$ cat src/rtl/bist_pkg.sv
// Shared definitions for the BIST pattern controller: FSM states, the
// 16-bit Galois polynomial mask, the default seed and the LFSR step function.
package bist_pkg;

    typedef enum logic [1:0] {
        IDLE  = 2'd0,
        APPLY = 2'd1,
        DRAIN = 2'd2,
        DONE  = 2'd3
    } state_t;

    localparam logic [15:0] POLY_MASK    = 16'hB400;
    localparam logic [15:0] DEFAULT_SEED = 16'hACE1;

    // Right-shifting Galois step for x^16+x^14+x^13+x^11+1
    function automatic logic [15:0] lfsr_step(input logic [15:0] r);
        return (r >> 1) ^ (r[0] ? POLY_MASK : 16'h0000);
    endfunction

endpackage

$ cat src/rtl/bist_lfsr16.sv
// 16-bit Galois shift register, used both as pattern generator (data_in=0)
// and as multiple-input signature register (data_in=core outputs).
module bist_lfsr16
    import bist_pkg::*;
#(
    parameter logic [15:0] RST_VAL = 16'h0000
) (
    input  logic        clk,
    input  logic        rst,
    input  logic        en,
    input  logic        load,
    input  logic [15:0] load_val,
    input  logic [15:0] data_in,
    output logic [15:0] q
);

    always_ff @(posedge clk or posedge rst) begin
        if (rst) begin
            q <= RST_VAL;
        end else if (load) begin
            q <= load_val;
        end else if (en) begin
            q <= lfsr_step(q) ^ data_in;
        end
    end

endmodule

$ cat src/rtl/bist_pattern_ctrl.sv
// BIST controller: drives pseudo-random patterns into a core, compacts its
// outputs into a MISR and compares against a golden signature.
// Optional serial signature readout is built when BIST_SIG_SERIAL_EN is defined.
module bist_pattern_ctrl
    import bist_pkg::*;
#(
    parameter int unsigned PI_W       = 3,
    parameter int unsigned PO_W       = 6,
    parameter int unsigned LFSR_W     = 16,
    parameter int unsigned MISR_W     = 16,
    parameter int unsigned N_PATTERNS = 1024,
    parameter int unsigned DRAIN_CYC  = 2,
    parameter logic [15:0] LFSR_SEED  = DEFAULT_SEED,
    parameter logic [15:0] GOLDEN_SIG = 16'h0000
) (
    input  logic              CK,
    input  logic              RST,
    input  logic              start,
    output logic              busy,
    output logic              done,
    output logic              pass,
    output logic [PI_W-1:0]   dut_pi,
    input  logic [PO_W-1:0]   dut_po,
    output logic [MISR_W-1:0] signature
`ifdef BIST_SIG_SERIAL_EN
    ,
    output logic              sig_so,
    output logic              sig_so_valid
`endif
);

    localparam int unsigned CNT_MAX = (N_PATTERNS > DRAIN_CYC) ? N_PATTERNS : DRAIN_CYC;
    localparam int unsigned CNT_W   = $clog2(CNT_MAX + 1);

    state_t             state;
    logic [CNT_W-1:0]   cnt;
    logic [LFSR_W-1:0]  lfsr;
    logic [MISR_W-1:0]  misr;
    logic [MISR_W-1:0]  misr_next;
    logic [MISR_W-1:0]  po_ext;
    logic               start_ok;
    logic               apply_last;
    logic               drain_last;

    assign po_ext     = MISR_W'(dut_po);
    assign misr_next  = lfsr_step(misr) ^ po_ext;
    assign start_ok   = start && ((state == IDLE) || (state == DONE));
    assign apply_last = (state == APPLY) && (cnt == CNT_W'(N_PATTERNS - 1));
    assign drain_last = (state == DRAIN) && (cnt == CNT_W'(DRAIN_CYC - 1));

    bist_lfsr16 #(.RST_VAL(LFSR_SEED)) u_prpg (
        .clk      (CK),
        .rst      (RST),
        .en       (state == APPLY),
        .load     (start_ok),
        .load_val (LFSR_SEED),
        .data_in  ('0),
        .q        (lfsr)
    );

    bist_lfsr16 #(.RST_VAL(16'h0000)) u_misr (
        .clk      (CK),
        .rst      (RST),
        .en       (busy),
        .load     (start_ok),
        .load_val ('0),
        .data_in  (po_ext),
        .q        (misr)
    );

    always_ff @(posedge CK or posedge RST) begin
        if (RST) begin
            state <= IDLE;
            cnt   <= '0;
            pass  <= 1'b0;
        end else begin
            case (state)
                IDLE, DONE: begin
                    if (start) begin
                        state <= APPLY;
                        cnt   <= '0;
                        pass  <= 1'b0;
                    end
                end
                APPLY: begin
                    if (apply_last) begin
                        state <= DRAIN;
                        cnt   <= '0;
                    end else begin
                        cnt <= cnt + CNT_W'(1);
                    end
                end
                DRAIN: begin
                    if (drain_last) begin
                        state <= DONE;
                        cnt   <= '0;
                        // compare includes the final drain compaction
                        pass  <= (misr_next == GOLDEN_SIG);
                    end else begin
                        cnt <= cnt + CNT_W'(1);
                    end
                end
                default: state <= IDLE;
            endcase
        end
    end

    assign busy      = (state == APPLY) || (state == DRAIN);
    assign done      = (state == DONE);
    assign dut_pi    = (state == APPLY) ? lfsr[PI_W-1:0] : '0;
    assign signature = misr;

    // Only the low PI_W pattern bits reach the core
    logic unused_prpg_hi;
    assign unused_prpg_hi = ^lfsr[LFSR_W-1:PI_W];

`ifdef BIST_SIG_SERIAL_EN
    localparam int unsigned SCNT_W = $clog2(MISR_W + 1);

    logic [MISR_W-1:0] shadow;
    logic [SCNT_W-1:0] scnt;

    always_ff @(posedge CK or posedge RST) begin
        if (RST) begin
            shadow <= '0;
            scnt   <= '0;
        end else if ((state == DONE) && start) begin
            scnt <= '0;
        end else if (drain_last) begin
            shadow <= misr_next;
            scnt   <= SCNT_W'(MISR_W);
        end else if (scnt != '0) begin
            shadow <= shadow >> 1;
            scnt   <= scnt - SCNT_W'(1);
        end
    end

    assign sig_so_valid = (scnt != '0);
    assign sig_so       = sig_so_valid & shadow[0];
`endif

endmodule

$ cat config.mk
export PLATFORM = sky130hd
export DESIGN_NAME = bist_pattern_ctrl
export DESIGN_NICKNAME = d
export VERILOG_FILES = /design/src/rtl/bist_pkg.sv /design/src/rtl/bist_lfsr16.sv /design/src/rtl/bist_pattern_ctrl.sv
export SDC_FILE = /design/constraint.sdc
export NUM_CORES = 1
export LEC_CHECK = 0
export BUFFER_PORTS_ARGS = -buffer_cell sky130_fd_sc_hd__buf_4
export CAP_MARGIN = 30
export CORE_MARGIN = 10
export CORE_UTILIZATION = 40
export CTS_CLUSTER_SIZE = 40
export DETAILED_ROUTE_END_ITERATION = 8
export PLACE_DENSITY = 0.67
export SYNTH_ARGS = -nofsm -noshare
export SYNTH_HDL_FRONTEND = slang
export SYNTH_SLANG_ARGS = --single-unit
$ cat constraint.sdc
create_clock -name CK -period 2.1 [get_ports CK]
set_clock_uncertainty 0.2 [all_clocks]
set_input_delay 0.42 -clock CK [delete_from_list [all_inputs] [get_ports CK]]
set_output_delay 0.42 -clock CK [all_outputs]
set_load 0.02 [all_outputs]
==> results.sh, run 1 <==
export IMPL_synthArstFlopShare=1.000
export IMPL_first_global_vias=1880
export IMPL_critical_path_class="flop to output pin"
export IMPL_whs_ps=236.9
export IMPL_post_route_min_period_ps=2029
export IMPL_synth_cell_types=42
export IMPL_worstSetupStartpointType="flop"
export IMPL_synthTopCellsByArea="dfrtp_1 41%, dfstp_2 9.1%, nand2_1 5.5%"
export IMPL_finalSetupTns_ps=0
export IMPL_fmax_mhz=492.7
export IMPL_diodes=0
export IMPL_setup_violations=0
export IMPL_synth_edf_count=0
export IMPL_rsz0062_at_grt="false"
export IMPL_hold_path_class="input port to flop"
export IMPL_cts_reportedPaths_clkPinSlew_ps=90
export IMPL_grt_max_degree=47
export IMPL_wire_per_inst_um=15.00
export IMPL_drive_above_1_share=0.2737
export IMPL_cts_buffer_depth=2
export IMPL_yosysWarnings=0
export IMPL_io_pins=31
export IMPL_die_area_mm2=0.009194
export IMPL_die_w_um=95.89
export IMPL_drtIter0Drc=124
export IMPL_viasPerCell=5.306
export IMPL_hpwl_um=3593
export IMPL_syn_num_nets=246
export IMPL_gp_congestion=0.7650
export IMPL_rr_worst_depth=7
export IMPL_period_share=0.9664
export IMPL_grt_total_usage=0.1202
export IMPL_h_tree_depth=2
export IMPL_rows=27
export IMPL_drv_slew=0
export IMPL_ir_worst_vdd_v=0.0008558
export IMPL_ys_ff_latch=46
export IMPL_first_pass_iters=4
export IMPL_wl_um=5190
export IMPL_path_cells="inv_2, ha_2, buf_8, and2_1, buf_6"
export IMPL_crit_path_end_kind="output pin"
export IMPL_power_density_mw_per_mm2=1698
export IMPL_synth_ff_type="dfrtp_1"
export IMPL_antenna_found_initial=0
export IMPL_drc=0
export IMPL_drv_cap=0
export IMPL_ant_nets=0
export IMPL_worstPathRequired_ps=1480
export IMPL_arrival_ps=1410
export IMPL_slew_headroom=0.7086
export IMPL_die_h_um=95.89
export IMPL_cts_made_buffers=5
export IMPL_cts_sinks=46
export IMPL_cp_max_fo=5
export IMPL_reg2reg_slack_ps=140
export IMPL_synth_top_area_cell="dfrtp_1"
export IMPL_root_buffer="clkbuf_8"
export IMPL_cpPeakStageDelay_ps=430
export IMPL_synth_area_per_cell_um2=9.972
export IMPL_hp_start="dut_po[5]"
export IMPL_cts_tree="built"
export IMPL_total_power_mw=4.853
export IMPL_start_util=0.4158
export IMPL_critPathSlowestCell="dfrtp_1"
export IMPL_p_leak_nw=1.272
export IMPL_clock_latency_ps=300
export IMPL_min_to="u_misr.q[5]"
export IMPL_synthesis_area_mm2=0.002303
export IMPL_io_buffers=30
export IMPL_synth_top_area_share=0.4128
export IMPL_vias=1836
export IMPL_synth_seq_area_share=0.5041
export IMPL_core_area_mm2=0.005540
export IMPL_hold_viol=0
export IMPL_netlist_instances=231
export IMPL_area_growth_pct=24.12
export IMPL_status="finished, final reports clean"
export IMPL_crit_family="flip-flops"
export IMPL_tightest_slew_ps=437.1
export IMPL_r2r_start="cnt[0]"
export IMPL_grt_pass1_wl_um=8942
export IMPL_critPathBufInv=3
export IMPL_nets=288
export IMPL_grt_overflow_total=0
export IMPL_whs_path_depth=3
export IMPL_r2r_end="cnt[7]"
-- repair_timing --
action | in CTS | in global routing
resized for setup | 3 | 6
gates cloned | 0 | 0
hold endpoints to repair | 38 | 0
buffers inserted | 3 | 1
endpoints found under the setup margin | 4 | 15
pin swaps | 0 | 1
hold buffers | 1 | 0
-- worst max path at each step --
| stage | to | startpoint | slack [ps] | cells past startpoint |
|---|---|---|---|---|
| floorplan | pass | state[0] | 50 | 6 |
| global placement | cnt[5] | cnt[0] | 140 | 6 |
| detailed placement | cnt[5] | cnt[0] | 50 | 6 |
| CTS | dut_pi[2] | state[1] | 10 | 5 |
| global route | busy | state[0] | 2 | 5 |
| finish | dut_pi[2] | state[1] | 70 | 5 |
-- cell usage in the layout, fill, tap and decap left out, drive strengths merged, types with 2 or more instances in the layout --
master / netlist / layout
dfstp: 8 / 8
o21ai: 6 / 6
dfrtp: 38 / 38
nand2b: 2 / 2
nor4: 3 / 3
mux2i: 10 / 10
nor3: 3 / 3
and4: 2 / 2
a41oi: 3 / 3
nand3: 8 / 8
ha: 6 / 6
a21oi: 8 / 8
clkbuf: 8 / 5
buf: 6 / 48
and2: 4 / 4
a31oi: 9 / 9
nand2: 34 / 34
o22ai: 11 / 11
nor2: 18 / 18
and3: 3 / 3
a211o: 2 / 2
o2bb2ai: 7 / 7
inv: 9 / 10
xnor2: 11 / 11
-- routing by layer --
metal,share of wire,up-vias,track usage
met5,0,-,0
met4,0.0091,0,0.03686
met3,0.038,6,0.03658
met2,0.47,32,0.1868
met1,0.48,895,0.1572
li1,-,903,-
-- metrics by stage --
stage / cells / utilization / cell area [µm²] / setup WS, ps
floorplan: 231 / - / 2303 / 46.94
global placement: 333 / 0.4808 / 2664 / 136.2
detailed placement: 333 / 0.4808 / 2664 / 54.51
CTS: 345 / 0.5090 / 2820 / 9.534
global route: 346 / 0.5160 / 2859 / 1.763
finish: 346 / 0.5160 / 2859 / 70.53
-- worst reg2reg max path, delay by kind of cell, from the launching register on --
kind                       cells  cell delay (ps)
DFF                            1              410
AOI/OAI and AO/OA              4              740
buffers and inverters          1              160
adders and majority gates      1              220
and+or+nand+nor                1              160
-- layout make-up --
| class | instances | area, µm² |
|---|---|---|
| clock inverter | 3 | 43.79 |
| timing repair buffer | 49 | 410.4 |
| clock buffer | 5 | 68.82 |
| multi-input combinational | 162 | 1051 |
| inverter | 9 | 33.78 |
| fill | 541 | 2681 |
| tap | 72 | 90.09 |
| sequential | 46 | 1161 |
-- where the power goes --
group | internal, mW | switching, mW | leakage [nW]
clock network | 0.357 | 0.322 | 0.0585
registers | 1.28 | 0.351 | 0.583
logic | 1.18 | 1.36 | 0.631
-- registers in the layout, indices dropped and copies added, names as in the netlist --
register,cells
state,2
u_misr.q,16
u_prpg.q,16
pass,1
cnt,11
-- Yosys cell counts, types with 3 or more instances --
library cell and instances:
nor4_1 3, nor2_1 18, nor3_1 3, dfrtp_1 38
dfstp_2 8, and2_1 4, nand3_1 8, clkbuf_1 8
o21ai_0 6, o22ai_1 10, o2bb2ai_1 7, ha_1 6
nand2_1 34, a21oi_1 8, inv_1 9, a41oi_1 3
xnor2_1 11, a31oi_1 9, mux2i_1 10
-- kinds of logic after synthesis --
kind of cell | count (synthesis) | share of synthesized area
DFF | 46 | 0.5041
muxes | 11 | 0.04834
and+or+nand+nor | 82 | 0.1668
AOI/OAI and AO/OA | 51 | 0.1564
buffers and inverters | 23 | 0.04617
adders and majority gates | 6 | 0.03259
xor gates and xnor gates | 12 | 0.04563
No activity file was read; power rests on OpenSTA's default activity.
==> inputs of run 2 (changes only) <==
CTS_CLUSTER_DIAMETER = 80   (was not set)
PLACE_DENSITY = 0.66   (was 0.67)
SYNTH_HIERARCHICAL = 1   (was not set)
==> run 2 against run 1 <==
  * The run now ends with negative hold slack, negative setup slack left
  * Sequential power grew 7%
  * Sequential share of layout area shrank 10 points
  * Global-route usage shrank 0.67 points
  * Worst setup slack lost 140 ps
  * Area after synthesis grew 23%
  * Register-to-register slack lost 210 ps
  * First-iteration DRC count shrank 44%
  * Via count grew 27%
  * Critical path type is now flop to flop
==> results.sh, run 2 <==
export IMPL_status="finished, violations left"
export IMPL_violations="negative hold slack, negative setup slack"
export IMPL_worstPathRequired_ps=2090
export IMPL_start_util=0.4145
export IMPL_gp_congestion=0.7849
export IMPL_first_pass_iters=4
export IMPL_cts_sinks=46
export IMPL_wl_met2_um=3003
export IMPL_crit_end="cnt[7]"
export IMPL_drtIter0Drc=69
export IMPL_crit_path_end_kind="flop"
export IMPL_cp_max_fo=8
export IMPL_synthTopCellsByArea="dfrtp_1 34%, xor2_1 12%, mux2i_1 9.5%"
export IMPL_hpwl_um=4411
export IMPL_whs_ps=-19.46
export IMPL_reg_top3="u_misr/q x16, u_prpg/q x16, cnt x11"
export IMPL_synth_common_cells="38 x dfrtp_1, 38 x xor2_1, 37 x nand2_1"
export IMPL_die_h_um=104.1
export IMPL_synth_compound_area_frac=0.1427
export IMPL_rows=30
export IMPL_r2r_start="cnt[1]"
export IMPL_slew_headroom=0.5662
export IMPL_synthXorXnorAreaFrac=0.1206
export IMPL_cts_made_buffers=5
export IMPL_met1_length_um=2780
export IMPL_synth_top_area_share=0.3358
export IMPL_cts_tree="built"
export IMPL_hold_path_class="input port to asynchronous set/reset pin"
export IMPL_drc=0
export IMPL_synth_top_family_by_area="simple AND/OR/NAND/NOR gates"
export IMPL_netlist_instances=295
export IMPL_vias=2323
export IMPL_fmax_mhz=460.1
export IMPL_post_route_min_period_ps=2173
export IMPL_grt_overflow_total=0
export IMPL_rsz0062_at_grt="true"
export IMPL_ys_ff_latch=46
export IMPL_h_tree_depth=2
export IMPL_drv_slew=0
export IMPL_cts_buffer_depth=2
export IMPL_antenna_found_initial=0
export IMPL_synth_edf_count=0
export IMPL_area_growth_pct=34.47
export IMPL_hold_viol=14
export IMPL_reg2reg_slack_ps=-70
export IMPL_clock_latency_ps=300
export IMPL_synth_cell_types=43
export IMPL_critical_path_class="flop to flop"
export IMPL_drv_cap=0
export IMPL_die_w_um=104.1
export IMPL_setup_violations=5
export IMPL_final_cell_mix="61 x buf_4, 58 x conb_1, 38 x xor2_1, 38 x dfrtp_1, 36 x nand2_1"
export IMPL_synth_area_per_cell_um2=9.598
export IMPL_synth_ff_type="dfrtp_1"
export IMPL_io_buffers=30
export IMPL_synthesis_area_mm2=0.002831
export IMPL_root_buffer="clkbuf_8"
export IMPL_grt_max_degree=36
export IMPL_final_common_cell="buf_4"
export IMPL_drive_above_1_share=0.2494
export IMPL_yosys_area_share_simple=0.1569
export IMPL_arrival_ps=2160
export IMPL_fin_ws_ps=-73.40
export IMPL_grt_total_usage=0.1135
export IMPL_diodes=0
export IMPL_io_pins=31
export IMPL_rr_worst_depth=7
export IMPL_ant_nets=0
export IMPL_ir_worst_vdd_v=0.0008464
export IMPL_viasPerCell=4.564
export IMPL_synthAdderAreaFrac=0.02651
export IMPL_worstSetupStartpointType="flop"
export IMPL_route_met3_wl_um=171
export IMPL_stdcell_area_mm2=0.003807
export IMPL_period_share=1.035
export IMPL_hold_buffers=0
export IMPL_wire_per_inst_um=11.85
export IMPL_placed_area_mm2=0.003560
export IMPL_die_area_mm2=0.01084
export IMPL_synth_mux_area_fraction=0.09545
export IMPL_r2r_end="cnt[7]"
export IMPL_synth_seq_area_share=0.4101
export IMPL_first_global_vias=2292
export IMPL_synth_top_area_cell="dfrtp_1"
export IMPL_p_leak_nw=1.782
export IMPL_tightest_slew_ps=650.1
export IMPL_fillers=620
export IMPL_startpoint="cnt[1]"
export IMPL_total_power_mw=6.148
export IMPL_top_layer="met4"
export IMPL_core_area_mm2=0.006832
export IMPL_wl_um=6033
export IMPL_power_density_mw_per_mm2=1615
export IMPL_cts_reportedPaths_clkPinSlew_ps=90
export IMPL_yosysWarnings=6
export IMPL_nets=427
export IMPL_grt_pass1_wl_um=10500
export IMPL_synthArstFlopShare=1.000
-- run 2: cell types whose count changed in the layout (fill, tap and decap cells not counted), moves of 6 or more --
cell | before | now
o2bb2ai_1 | 7 | 0
nor2_1 | 18 | 6
conb_1 | 0 | 58
o21ai_0 | 6 | 24
xnor2_1 | 11 | 1
o21ai_1 | 0 | 6
mux2i_1 | 10 | 27
o22ai_1 | 10 | 1
xor2_1 | 1 | 38
buf_4 | 43 | 61
nor3b_1 | 0 | 6
-- run 2: through the flow --
step	worst slack [ps]	TNS (ps)	hold slack (ps)	util	cells
after CTS	-66.64	-221.1	1.448	0.5504	505
after global placement	-62.59	-156.5	332.5	0.5211	494
final	-73.40	-192.5	-19.46	0.5573	509
after floorplan	-63.93	-92.55	109.2	-	351
after detailed placement	-104.5	-465.2	330.4	0.5211	494
after global routing	-159.5	-1320	27.86	0.5573	509
-- run 2: layout make-up --
cell class	count	area [µm²]	area share
well taps	96	120.1	0.03155
repair buffers	67	581.8	0.1528
multi-input cells	283	1817	0.4772
clock buffers	7	86.33	0.02268
flip-flops and latches	46	1161	0.3050
inverters	9	36.28	0.009530
clock inverters	1	5.005	0.001314
-- run 2: worst max-delay path: stages (launching register included) --
cell	delay (ps)
dfrtp_1	400
inv_2	60
ha_1	120
or4b_4	480
o31ai_4	240
a21oi_4	130
and3_4	190
a221o_1	250
-- run 2: kinds of logic after synthesis --
group / after synthesis
compound gates: 66
xor+xnor: 39
fa+ha+maj: 6
buf+inv: 22
flops: 46
mux: 27
other cells: 2
simple gates: 87
-- run 2: worst min-delay path by stage --
stage	start	endpoint	slack [ps]	cells past startpoint
after floorplan	RST	cnt[0]	110	1
after global placement	cnt[4]	cnt[4]	330	1
after detailed placement	cnt[4]	cnt[4]	330	1
after CTS	RST	state[0]	1	2
after global routing	RST	state[0]	30	2
final	RST	state[0]	-20	2
-- run 2: timing repair --
item | 4_1_cts | 5_1_grt
gates resized for setup | 12 | 6
pin swaps | 1 | 1
gates cloned | 1 | 0
setup endpoints to repair | 13 | 17
setup buffers | 2 | 4
-- run 2: where the power goes --
group          total, mW  switching, mW  leakage [nW]  internal, mW
clock              0.561          0.295        0.0482         0.266
combinational       3.84           1.95          1.18          1.89
sequential          1.75          0.374         0.558          1.37
total               6.15           2.61          1.78          3.53
-- run 2: layer usage --
| metal | vias up | GRT usage |
|---|---|---|
| met5 | - | 0 |
| met4 | 0 | 0.04473 |
| met3 | 7 | 0.02169 |
| met2 | 26 | 0.1878 |
| met1 | 1074 | 0.1415 |
| li1 | 1216 | - |
